**src/rtl/mem_bus_ctrl.sv**
```systemverilog
// rtl/mem_bus_ctrl.sv - CPU/OAM-DMA bus arbiter with boot overlay, FF46/FF50 registers and HRAM
module mem_bus_ctrl (
  input  logic        clk,
  input  logic        rst,
  input  logic [15:0] cpu_addr,
  input  logic        cpu_rd,
  input  logic        cpu_wr,
  input  logic [7:0]  cpu_wdata,
  output logic [7:0]  cpu_rdata,
  output logic [15:0] bus_addr,
  output logic        bus_rd,
  output logic        bus_wr,
  output logic [7:0]  bus_wdata,
  output logic        bus_boot,
  input  logic [7:0]  bus_rdata,
  output logic [7:0]  oam_addr,
  output logic        oam_wr,
  output logic [7:0]  oam_wdata,
  output logic        dma_active,
  output logic        boot_en
);

  localparam logic [0:0] ST_IDLE = 1'b0;
  localparam logic [0:0] ST_RUN  = 1'b1;
  localparam logic [7:0] DMA_LEN = 8'd160;

  logic [0:0] state;
  logic [7:0] idx;
  logic [7:0] dma_reg;
  logic [7:0] src_page;
  logic [7:0] rdata_q;
  logic       fwd_pend;
  logic [7:0] hram [0:126];

  logic hit_dma, hit_boot, hit_hram, internal;
  logic cpu_read, cpu_write, dma_reading;

  // Address decode; a simultaneous rd+wr is handled as a write
  always_comb begin
    hit_dma     = (cpu_addr == 16'hFF46);
    hit_boot    = (cpu_addr == 16'hFF50);
    hit_hram    = (cpu_addr[15:7] == 9'h1FF) && (cpu_addr[6:0] != 7'h7F);
    internal    = hit_dma | hit_boot | hit_hram;
    cpu_write   = cpu_wr;
    cpu_read    = cpu_rd & ~cpu_wr;
    dma_active  = (state == ST_RUN);
    dma_reading = dma_active && (idx != DMA_LEN);
  end

  // Bus owner mux: DMA owns the bus for its whole run, otherwise forwarded CPU accesses pass through
  always_comb begin
    bus_addr  = cpu_addr;
    bus_rd    = 1'b0;
    bus_wr    = 1'b0;
    bus_wdata = cpu_wdata;
    bus_boot  = 1'b0;
    if (dma_active) begin
      bus_addr  = {src_page, idx};
      bus_rd    = dma_reading;
      bus_wdata = 8'h00;
    end else if (!internal) begin
      bus_rd   = cpu_read;
      bus_wr   = cpu_write;
      bus_boot = boot_en & cpu_read & (cpu_addr[15:8] == 8'h00);
    end
  end

  // Forwarded reads arrive from the bus one cycle late, so they bypass the local read register
  always_comb begin
    cpu_rdata = fwd_pend ? bus_rdata : rdata_q;
    oam_wdata = bus_rdata;
  end

  // OAM DMA engine: 160 reads, trailing OAM write, restart on any FF46 write
  always_ff @(posedge clk) begin
    if (rst) begin
      state    <= ST_IDLE;
      idx      <= 8'd0;
      dma_reg  <= 8'h00;
      src_page <= 8'h00;
      oam_wr   <= 1'b0;
      oam_addr <= 8'h00;
    end else begin
      oam_wr   <= dma_reading;
      oam_addr <= idx;
      if (cpu_write && hit_dma) begin
        dma_reg  <= cpu_wdata;
        src_page <= (cpu_wdata < 8'hE0) ? cpu_wdata : cpu_wdata - 8'h20;
        state    <= ST_RUN;
        idx      <= 8'd0;
      end else if (dma_active) begin
        if (idx == DMA_LEN) begin
          state <= ST_IDLE;
          idx   <= 8'd0;
        end else begin
          idx <= idx + 8'd1;
        end
      end
    end
  end

  // Boot overlay flag: cleared by a nonzero FF50 write, only reset brings it back
  always_ff @(posedge clk) begin
    if (rst) begin
      boot_en <= 1'b1;
    end else if (cpu_write && hit_boot && (cpu_wdata != 8'h00)) begin
      boot_en <= 1'b0;
    end
  end

  // HRAM storage, deliberately not reset
  always_ff @(posedge clk) begin
    if (cpu_write && hit_hram) begin
      hram[cpu_addr[6:0]] <= cpu_wdata;
    end
  end

  // CPU read register: internal sources registered here, forwarded reads captured once they land
  always_ff @(posedge clk) begin
    if (rst) begin
      rdata_q  <= 8'hFF;
      fwd_pend <= 1'b0;
    end else begin
      if (fwd_pend) begin
        rdata_q <= bus_rdata;
      end
      fwd_pend <= 1'b0;
      if (cpu_read) begin
        if (hit_dma) begin
          rdata_q <= dma_reg;
        end else if (hit_boot) begin
          rdata_q <= 8'hFF;
        end else if (hit_hram) begin
          rdata_q <= hram[cpu_addr[6:0]];
        end else if (dma_active) begin
          rdata_q <= 8'hFF;
        end else begin
          fwd_pend <= 1'b1;
        end
      end
    end
  end

endmodule

```
**config.mk**
```make
export PLATFORM = sky130hd
export DESIGN_NAME = mem_bus_ctrl
export DESIGN_NICKNAME = d
export VERILOG_FILES = /design/src/rtl/mem_bus_ctrl.sv
export SDC_FILE = /design/constraint.sdc
export NUM_CORES = 1
export LEC_CHECK = 0
export CORE_MARGIN = 2
export CORE_UTILIZATION = 40
export DETAILED_ROUTE_END_ITERATION = 6
export DONT_BUFFER_PORTS = 1
export GPL_ROUTABILITY_DRIVEN = 1
export MAX_ROUTING_LAYER = met4
export PLACE_DENSITY = 0.61
export SYNTH_ARGS = -nofsm -noshare
export SYNTH_HDL_FRONTEND = slang
export SYNTH_SLANG_ARGS = --single-unit
export TNS_END_PERCENT = 100
```
**constraint.sdc**
```tcl
create_clock -name clk -period 2.3 [get_ports clk]
set_input_delay 0.23 -clock clk [delete_from_list [all_inputs] [get_ports clk]]
set_output_delay 0.23 -clock clk [all_outputs]
set_load 0.01 [all_outputs]
```
==> flow_summary.yaml, run 1 <==
global_route:
  grt_max_degree: 240
  number_of_global_route_vias_before_repair: 25900
  wire_length_of_the_first_global_routing_pass_um: 190000
  global_route.overflow_total: 0
  grt_antenna_before_repair: 6
  grt_use_total_pct: 25.5
power:
  static-leakage-power_nw: 16.1
  power.ir.vdd_worst_mv: 0.523
  power_density_nw_per_um2: 776
  fin_total_pwr_mw: 38.8
critical_path:
  timing.critical_path.max_delay_family: "simple AND/OR/NAND/NOR gates"
  setup.worst_path.start_class: "input port"
  critical_path_arrival_ns: 2.41
  cp_max_fo: 202
  critical_path.cell_chain: "and3b_2 > nand3_1 > nor3_1 > buf_4 > or4_4 > o21ai_0 > buf_4"
  ws_path_type: "input port to output port"
  cp-end-kind: "output port"
  cp_most_frequent_cell: "sky130_fd_sc_hd__buf_4"
  critPathRequiredTime_ns: 2.07
  slowest_delay_ns: 0.52
  cp_num_buf_inv: 2
  slowest_stage: "sky130_fd_sc_hd__or4_4"
synth:
  gate_count_after_technology_mapping: 2530
  synthArstFlopShare_pct: 0
  yosysWarnings: 0
  synth.top_cell.area_share_pct: 73.1
  netlist_area_sq_um: 41700
  synth-edff-count: 1016
  mean_post_synth_cell_area_sq_um: 16.5
  yosysTopAreaCell: "sky130_fd_sc_hd__edfxtp_1"
  ys_top_cells_by_area: "sky130_fd_sc_hd__edfxtp_1 73%, sky130_fd_sc_hd__mux4_2 3.2%, sky130_fd_sc_hd__mux2i_1 2.8%"
  synth_sequential_area_ratio_pct: 75.0
  synth_cell_types: 79
  most_common_flop_cell_mapped_by_yosys: "sky130_fd_sc_hd__edfxtp_1"
  synth_fp_nets: 2569
  number_of_storage_elements_in_the_synthesis_netlist: 1055
clock_network:
  worst_skew_pair.late_latency_ns: 0.68
  tritoncts.num_buffers: 103
  clk_pin_slew_worst_paths_ns: 0.06
  htree_levels: 3
  cts.path.max_buffers: 3
  cts.sink_count: 1055
  tritoncts: "built"
  cts.root.buffer_cell: "sky130_fd_sc_hd__clkbuf_16"
status:
  violated_checks: "setup timing"
  outcome: "complete, but fails checks"
sta:
  grt_setup_unrepaired: "yes"
  timing_max_transition_violations_final: 0
  timing.slew.headroom_pct: 49.0
  clock.fmax_mhz: 379
  report.final.hold_viol_count: 0
  tightest_slew_ns: 0.765
  final.hold.worst_slack_ns: 0.0251
  finalClockSkew_ns: 0.0444
  fin_ws_ns: -0.336
  period_share_pct: 115
  setup-violations-final: 7
  timing.final.crit_period_ns: 2.64
placed_design:
  place_ws_ns: -0.592
  port_buffers: 0
  hpwlAfterDp_um: 79500
  numPlacedInstances: 4071
  routabilityCongestion: 0.939
  placed_cell_area_sq_um: 46400
route:
  detail_route.iter0.violations: 3598
  route.final.wire_length_um: 133000
  antenna_left: 0
  drt_pass1_iterations: 6
  vias_per_cell: 6.03
  route.detailed.wl_per_inst_um: 31.0
  vias: 25800
  number_of_remaining_drc_errors: 0
finish:
  largest_reg_flops: 1016
  layout.cells.non_filler: 4283
  final_design_area_excluding_fillers_sq_um: 50000
  drive_gt1_share_pct: 24.5
  final_nets: 2856
  syn_to_final_growth_pct: 19.8
job:
  max-cap-violations: 0
die:
  die_w_um: 327
  std_cell_rows: 118
  height_of_the_die_um: 327
  floorplan.die_area_sq_um: 107000
  core_sq_um: 103000
  io_pins: 90
  start_util_pct: 40.3
worst_hold_path:
  hold_class: "input port to flip-flop"
-- cell families after synthesis --
| logic type | share of synthesized area (%) |
|---|---|
| flops | 75.0 |
| buf+inv | 2.49 |
| fa+ha+maj | 0.0900 |
| compound gates | 9.37 |
| simple gates | 5.14 |
| mux | 7.78 |
| xor+xnor | 0.126 |
-- where the power goes --
part	switching, mW	internal, mW
Sequential	0.00498	21.0
Combinational	1.31	0.762
Clock	7.12	8.54
-- metrics by stage --
step | util [%] | TNS, ns
after detailed placement | 44.8 | -24.06
final | 48.3 | -0.972
after global placement | 44.8 | -4.94
after floorplan | - | -23.93
after global routing | 48.3 | -0.101
after CTS | 48.2 | -0.00842
-- cell usage in the layout (no fill, tap or decap), types with 12 or more instances in the layout --
master and instances:
sky130_fd_sc_hd__buf_4 263, sky130_fd_sc_hd__o21ai_0 79, sky130_fd_sc_hd__edfxtp_1 1016, sky130_fd_sc_hd__mux4_2 59
sky130_fd_sc_hd__mux2_1 14, sky130_fd_sc_hd__nand3_1 26, sky130_fd_sc_hd__clkinv_1 27, sky130_fd_sc_hd__nor2_4 53
sky130_fd_sc_hd__nor2_1 125, sky130_fd_sc_hd__mux2_2 50, sky130_fd_sc_hd__nand4_1 13, sky130_fd_sc_hd__nand2_1 164
sky130_fd_sc_hd__buf_12 75, sky130_fd_sc_hd__inv_1 13, sky130_fd_sc_hd__a22o_1 39, sky130_fd_sc_hd__nor2b_1 15
sky130_fd_sc_hd__o2111ai_1 12, sky130_fd_sc_hd__mux2i_1 117, sky130_fd_sc_hd__dfxtp_1 36, sky130_fd_sc_hd__a31oi_1 13
sky130_fd_sc_hd__nor2_2 21, sky130_fd_sc_hd__a21oi_1 105, sky130_fd_sc_hd__o211ai_1 44, sky130_fd_sc_hd__a22oi_1 73
sky130_fd_sc_hd__clkinv_2 16, sky130_fd_sc_hd__clkbuf_16 104, sky130_fd_sc_hd__clkbuf_1 26, sky130_fd_sc_hd__a221o_1 19
sky130_fd_sc_hd__a221oi_1 68
-- layout make-up --
| cell class | instances | area [sq um] |
|---|---|---|
| clock buffer | 131 | 2710 |
| timing repair buffer | 358 | 3820 |
| antenna | 5 | 12.5 |
| inverter | 16 | 60.1 |
| clock inverter | 55 | 339 |
| multi-input combinational | 1283 | 9990 |
| tap | 1380 | 1730 |
| sequential | 1055 | 31300 |
| fill | 8647 | 53500 |
-- synthesized netlist by cell type (7+ instances only) --
| library cell | count |
|---|---|
| sky130_fd_sc_hd__nand2_1 | 167 |
| sky130_fd_sc_hd__nand4_1 | 13 |
| sky130_fd_sc_hd__mux2_2 | 50 |
| sky130_fd_sc_hd__o2111ai_1 | 12 |
| sky130_fd_sc_hd__a221o_1 | 19 |
| sky130_fd_sc_hd__edfxtp_1 | 1016 |
| sky130_fd_sc_hd__clkbuf_1 | 55 |
| sky130_fd_sc_hd__o22ai_1 | 7 |
| sky130_fd_sc_hd__buf_6 | 16 |
| sky130_fd_sc_hd__mux4_2 | 59 |
| sky130_fd_sc_hd__a22oi_1 | 73 |
| sky130_fd_sc_hd__nand3_1 | 26 |
| sky130_fd_sc_hd__nor2b_1 | 19 |
| sky130_fd_sc_hd__mux2_1 | 14 |
| sky130_fd_sc_hd__a22o_1 | 39 |
| sky130_fd_sc_hd__a21oi_1 | 107 |
| sky130_fd_sc_hd__mux2i_1 | 118 |
| sky130_fd_sc_hd__buf_1 | 12 |
| sky130_fd_sc_hd__nor3_1 | 11 |
| sky130_fd_sc_hd__buf_2 | 61 |
| sky130_fd_sc_hd__o21ai_0 | 80 |
| sky130_fd_sc_hd__nor2_1 | 197 |
| sky130_fd_sc_hd__o221ai_1 | 11 |
| sky130_fd_sc_hd__a31oi_1 | 13 |
| sky130_fd_sc_hd__o22a_1 | 7 |
| sky130_fd_sc_hd__inv_1 | 15 |
| sky130_fd_sc_hd__dfxtp_1 | 39 |
| sky130_fd_sc_hd__a211oi_1 | 11 |
| sky130_fd_sc_hd__o211ai_1 | 44 |
| sky130_fd_sc_hd__a221oi_1 | 70 |
| sky130_fd_sc_hd__and3_1 | 7 |
| sky130_fd_sc_hd__o21ai_1 | 9 |
| sky130_fd_sc_hd__buf_4 | 32 |
-- path summary, 6_finish.rpt --
check	cells after the start	endpoint	from	slack, ns
worst max register to register	7	rdata_q[3]	hram[30][3]	-0.02
worst max-delay path	7	bus_rd	cpu_addr[2]	-0.34
worst min-delay path	1	hram[84][4]	cpu_wdata[4]	0.03
worst min register to register	2	src_page[7]	src_page[7]	0.47
-- repair_timing --
action	4_1_cts	5_1_grt
endpoints found under the hold margin	1055	0
buffers inserted	0	1
cloned	0	0
setup endpoints to repair	7	14
pin swaps	4	4
gates resized for setup	14	15
hold buffers	20	0
-- routing by layer --
metal	vias up	global-route usage, %	wire length, um
met5	-	-	0
met4	0	10.6	6410
met3	306	6.75	15400
met2	1665	38.0	60400
met1	13100	33.1	50600
li1	10700	-	-
(Power assumes the default switching activity.)
==> run 2, diff against run 1 <==
--- a/config.mk
+++ b/config.mk
@@ -12,6 +12,7 @@
 export GPL_ROUTABILITY_DRIVEN = 1
 export MAX_ROUTING_LAYER = met4
 export PLACE_DENSITY = 0.61
+export REMOVE_ABC_BUFFERS = 1
 export SYNTH_ARGS = -nofsm -noshare
 export SYNTH_HDL_FRONTEND = slang
 export SYNTH_SLANG_ARGS = --single-unit
==> run 2 against run 1 <==
Net effect: the run still ends with setup timing left; cell count grew 0.77%; flip-flop and latch count unchanged; clock power barely moved; count of clock-buffer cells in the layout is 6 higher; global-route usage is 0.76 points lower; critical path depth up 1; largest power group unchanged; clock skew decreased by 0.019 ns; via count is essentially flat; worst hold slack lost 0.0012 ns; maximum frequency rose by 11%; highest routed layer unchanged; register-to-register slack better by 0.04 ns; utilization decreased by 0.73 points; critical path type unchanged.
==> flow_summary.yaml, run 2 (synthesis gave the netlist of run 1 again) <==
placed_design:
  placed_cell_area_sq_um: 45500
  hpwlAfterDp_um: 77800
  port_buffers: 0
  routabilityCongestion: 0.929
  place_ws_ns: -0.333
  numPlacedInstances: 4101
finish:
  final_design_area_excluding_fillers_sq_um: 49200
  layout.cells.most_common: "sky130_fd_sc_hd__edfxtp_1"
  final_nets: 2889
  layout.cells.non_filler: 4316
  largest_reg_flops: 1016
  final_cell_mix: "1016 x sky130_fd_sc_hd__edfxtp_1, 349 x sky130_fd_sc_hd__buf_4, 195 x sky130_fd_sc_hd__nor2_1"
  syn_to_final_growth_pct: 17.9
  drive_gt1_share_pct: 22.9
route:
  antenna_left: 0
  detail_route.iter0.violations: 3773
  number_of_remaining_drc_errors: 0
  route.detailed.wl_per_inst_um: 30.0
  vias_per_cell: 5.99
  route.final.wire_length_um: 130000
  drt_pass1_iterations: 6
  vias: 25900
sta:
  timing_max_transition_violations_final: 0
  final.hold.worst_slack_ns: 0.0239
  fin_ws_ns: -0.0768
  period_share_pct: 103
  grt_setup_unrepaired: "yes"
  timing.slew.headroom_pct: 43.7
  setup-violations-final: 1
  timing.final.crit_period_ns: 2.38
  setup_tns_ns: -0.0768
  report.final.hold_viol_count: 0
  clock.fmax_mhz: 421
  tightest_slew_ns: 0.843
  finalClockSkew_ns: 0.0258
critical_path:
  cp-end-kind: "output port"
  cp_max_fo: 202
  worst_r2r_startpoint: "hram[30][3]"
  critical_path_arrival_ns: 2.15
  regToRegEndpoint: "rdata_q[3]"
  setup.worst_path.start_class: "input port"
  worstRegToRegCells: 7
  ws_path_type: "input port to output port"
  critPathRequiredTime_ns: 2.07
  setup.reg_to_reg.worst_slack_ns: 0.02
worst_hold_path:
  worstHoldStart: "cpu_wdata[4]"
  hold_class: "input port to flip-flop"
  hold_end: "hram[90][4]"
  hold_path_cells: 1
status:
  outcome: "complete, but fails checks"
  violated_checks: "setup timing"
clock_network:
  cts.path.max_buffers: 3
  tritoncts: "built"
  clk_pin_slew_worst_paths_ns: 0.06
  cts.sink_count: 1055
  worst_skew_pair.late_latency_ns: 0.68
  cts.root.buffer_cell: "sky130_fd_sc_hd__clkbuf_16"
  htree_levels: 3
  tritoncts.num_buffers: 102
die:
  height_of_the_die_um: 327
  io_pins: 90
  floorplan.die_area_sq_um: 107000
  std_cell_rows: 118
  die_w_um: 327
  start_util_pct: 40.3
  core_sq_um: 103000
power:
  share_comb_of_total_power_pct: 5.1
  power_density_nw_per_um2: 794
  share_clk_of_total_power_pct: 41.0
  internal_power_mw: 30.7
  static-leakage-power_nw: 16.1
  sw_frac_of_total_pct: 21.5
  power_switching_mw: 8.38
  sequentialPowerShare_pct: 53.9
  power.ir.vdd_worst_mv: 0.625
global_route:
  global_route.overflow_total: 0
  grt_use_total_pct: 24.7
  grt_antenna_before_repair: 4
  wire_length_of_the_first_global_routing_pass_um: 185000
  grt_max_degree: 240
  number_of_global_route_vias_before_repair: 25200
job:
  max-cap-violations: 0
==> run 2: changes by cell type in the layout (fill, tap and decap cells not counted), moves of 3 or more <==
cell	before	now
sky130_fd_sc_hd__buf_12	75	22
sky130_fd_sc_hd__nor2_2	21	3
sky130_fd_sc_hd__nand2_1	164	167
sky130_fd_sc_hd__nor2_4	53	1
sky130_fd_sc_hd__nor2_1	125	195
sky130_fd_sc_hd__clkbuf_8	1	4
sky130_fd_sc_hd__clkinv_1	27	19
sky130_fd_sc_hd__nand2_2	3	0
sky130_fd_sc_hd__clkbuf_1	26	29
sky130_fd_sc_hd__buf_4	263	349
==> run 2: through the flow <==
stage,utilization [%],total power [mW]
2_1_floorplan,-,22.2
3_3_place_gp,44.0,23.0
3_5_place_dp,44.0,23.0
4_1_cts,47.4,39.2
5_1_grt,47.5,40.0
6_report,47.5,39.1
==> run 2: cell type report <==
type | instances | area [sq um]
diodes | 7 | 17.5
clock buffers | 137 | 2770
well taps | 1380 | 1730
multi-input cells | 1283 | 9530
flip-flops and latches | 1055 | 31300
clock inverters | 46 | 385
repair buffers | 392 | 3410
fillers | 8683 | 54300
inverters | 16 | 60.1
==> run 2: worst max-delay path by stage <==
| stage | start | to | slack (ns) | cells past startpoint |
|---|---|---|---|---|
| after floorplan | cpu_addr[0] | hram[0][0] | -0.48 | 3 |
| after global placement | cpu_addr[2] | rdata_q[2] | -0.33 | 8 |
| after detailed placement | cpu_addr[2] | rdata_q[2] | -0.33 | 8 |
| after CTS | idx[2] | bus_rd | -0.06 | 5 |
| after global routing | hram[30][3] | rdata_q[3] | -0.02 | 7 |
| final | cpu_addr[2] | bus_boot | -0.08 | 8 |
==> run 2: repair_timing <==
item                       4_1_cts  5_1_grt
gates resized for setup         13       16
pin swaps                        2        7
hold endpoints to repair      1055        0
setup buffers                    1        3
setup endpoints to repair        9        8
hold buffers                    21        0
==> run 2: routing by layer <==
| layer | vias to the layer above | global-route usage [%] | share of wire, % |
|---|---|---|---|
| li1 | 10800 | - | - |
| met1 | 13200 | 33.2 | 39 |
| met2 | 1650 | 36.6 | 45 |
| met3 | 309 | 5.83 | 12 |
| met4 | 0 | 9.46 | 4.5 |
| met5 | - | - | 0 |
==> run 2: power by group through the flow <==
stage	clock [mW]	sequential, mW	combinational (mW)
2_1_floorplan	0	21.5	0.783
4_1_cts	16.2	21.1	1.95
3_5_place_dp	0	21.5	1.55
6_report	16.0	21.1	2.00
5_1_grt	16.9	21.0	2.07
3_3_place_gp	0	21.5	1.55
==> run 2: critical path, stage by stage <==
cell and delay, ns:
sky130_fd_sc_hd__and3b_2 0.40, sky130_fd_sc_hd__buf_4 0.15, sky130_fd_sc_hd__nand3_1 0.08, sky130_fd_sc_hd__nor3_1 0.05, sky130_fd_sc_hd__buf_4 0.15, sky130_fd_sc_hd__or4_4 0.54, sky130_fd_sc_hd__nor3_2 0.18, sky130_fd_sc_hd__buf_4 0.14
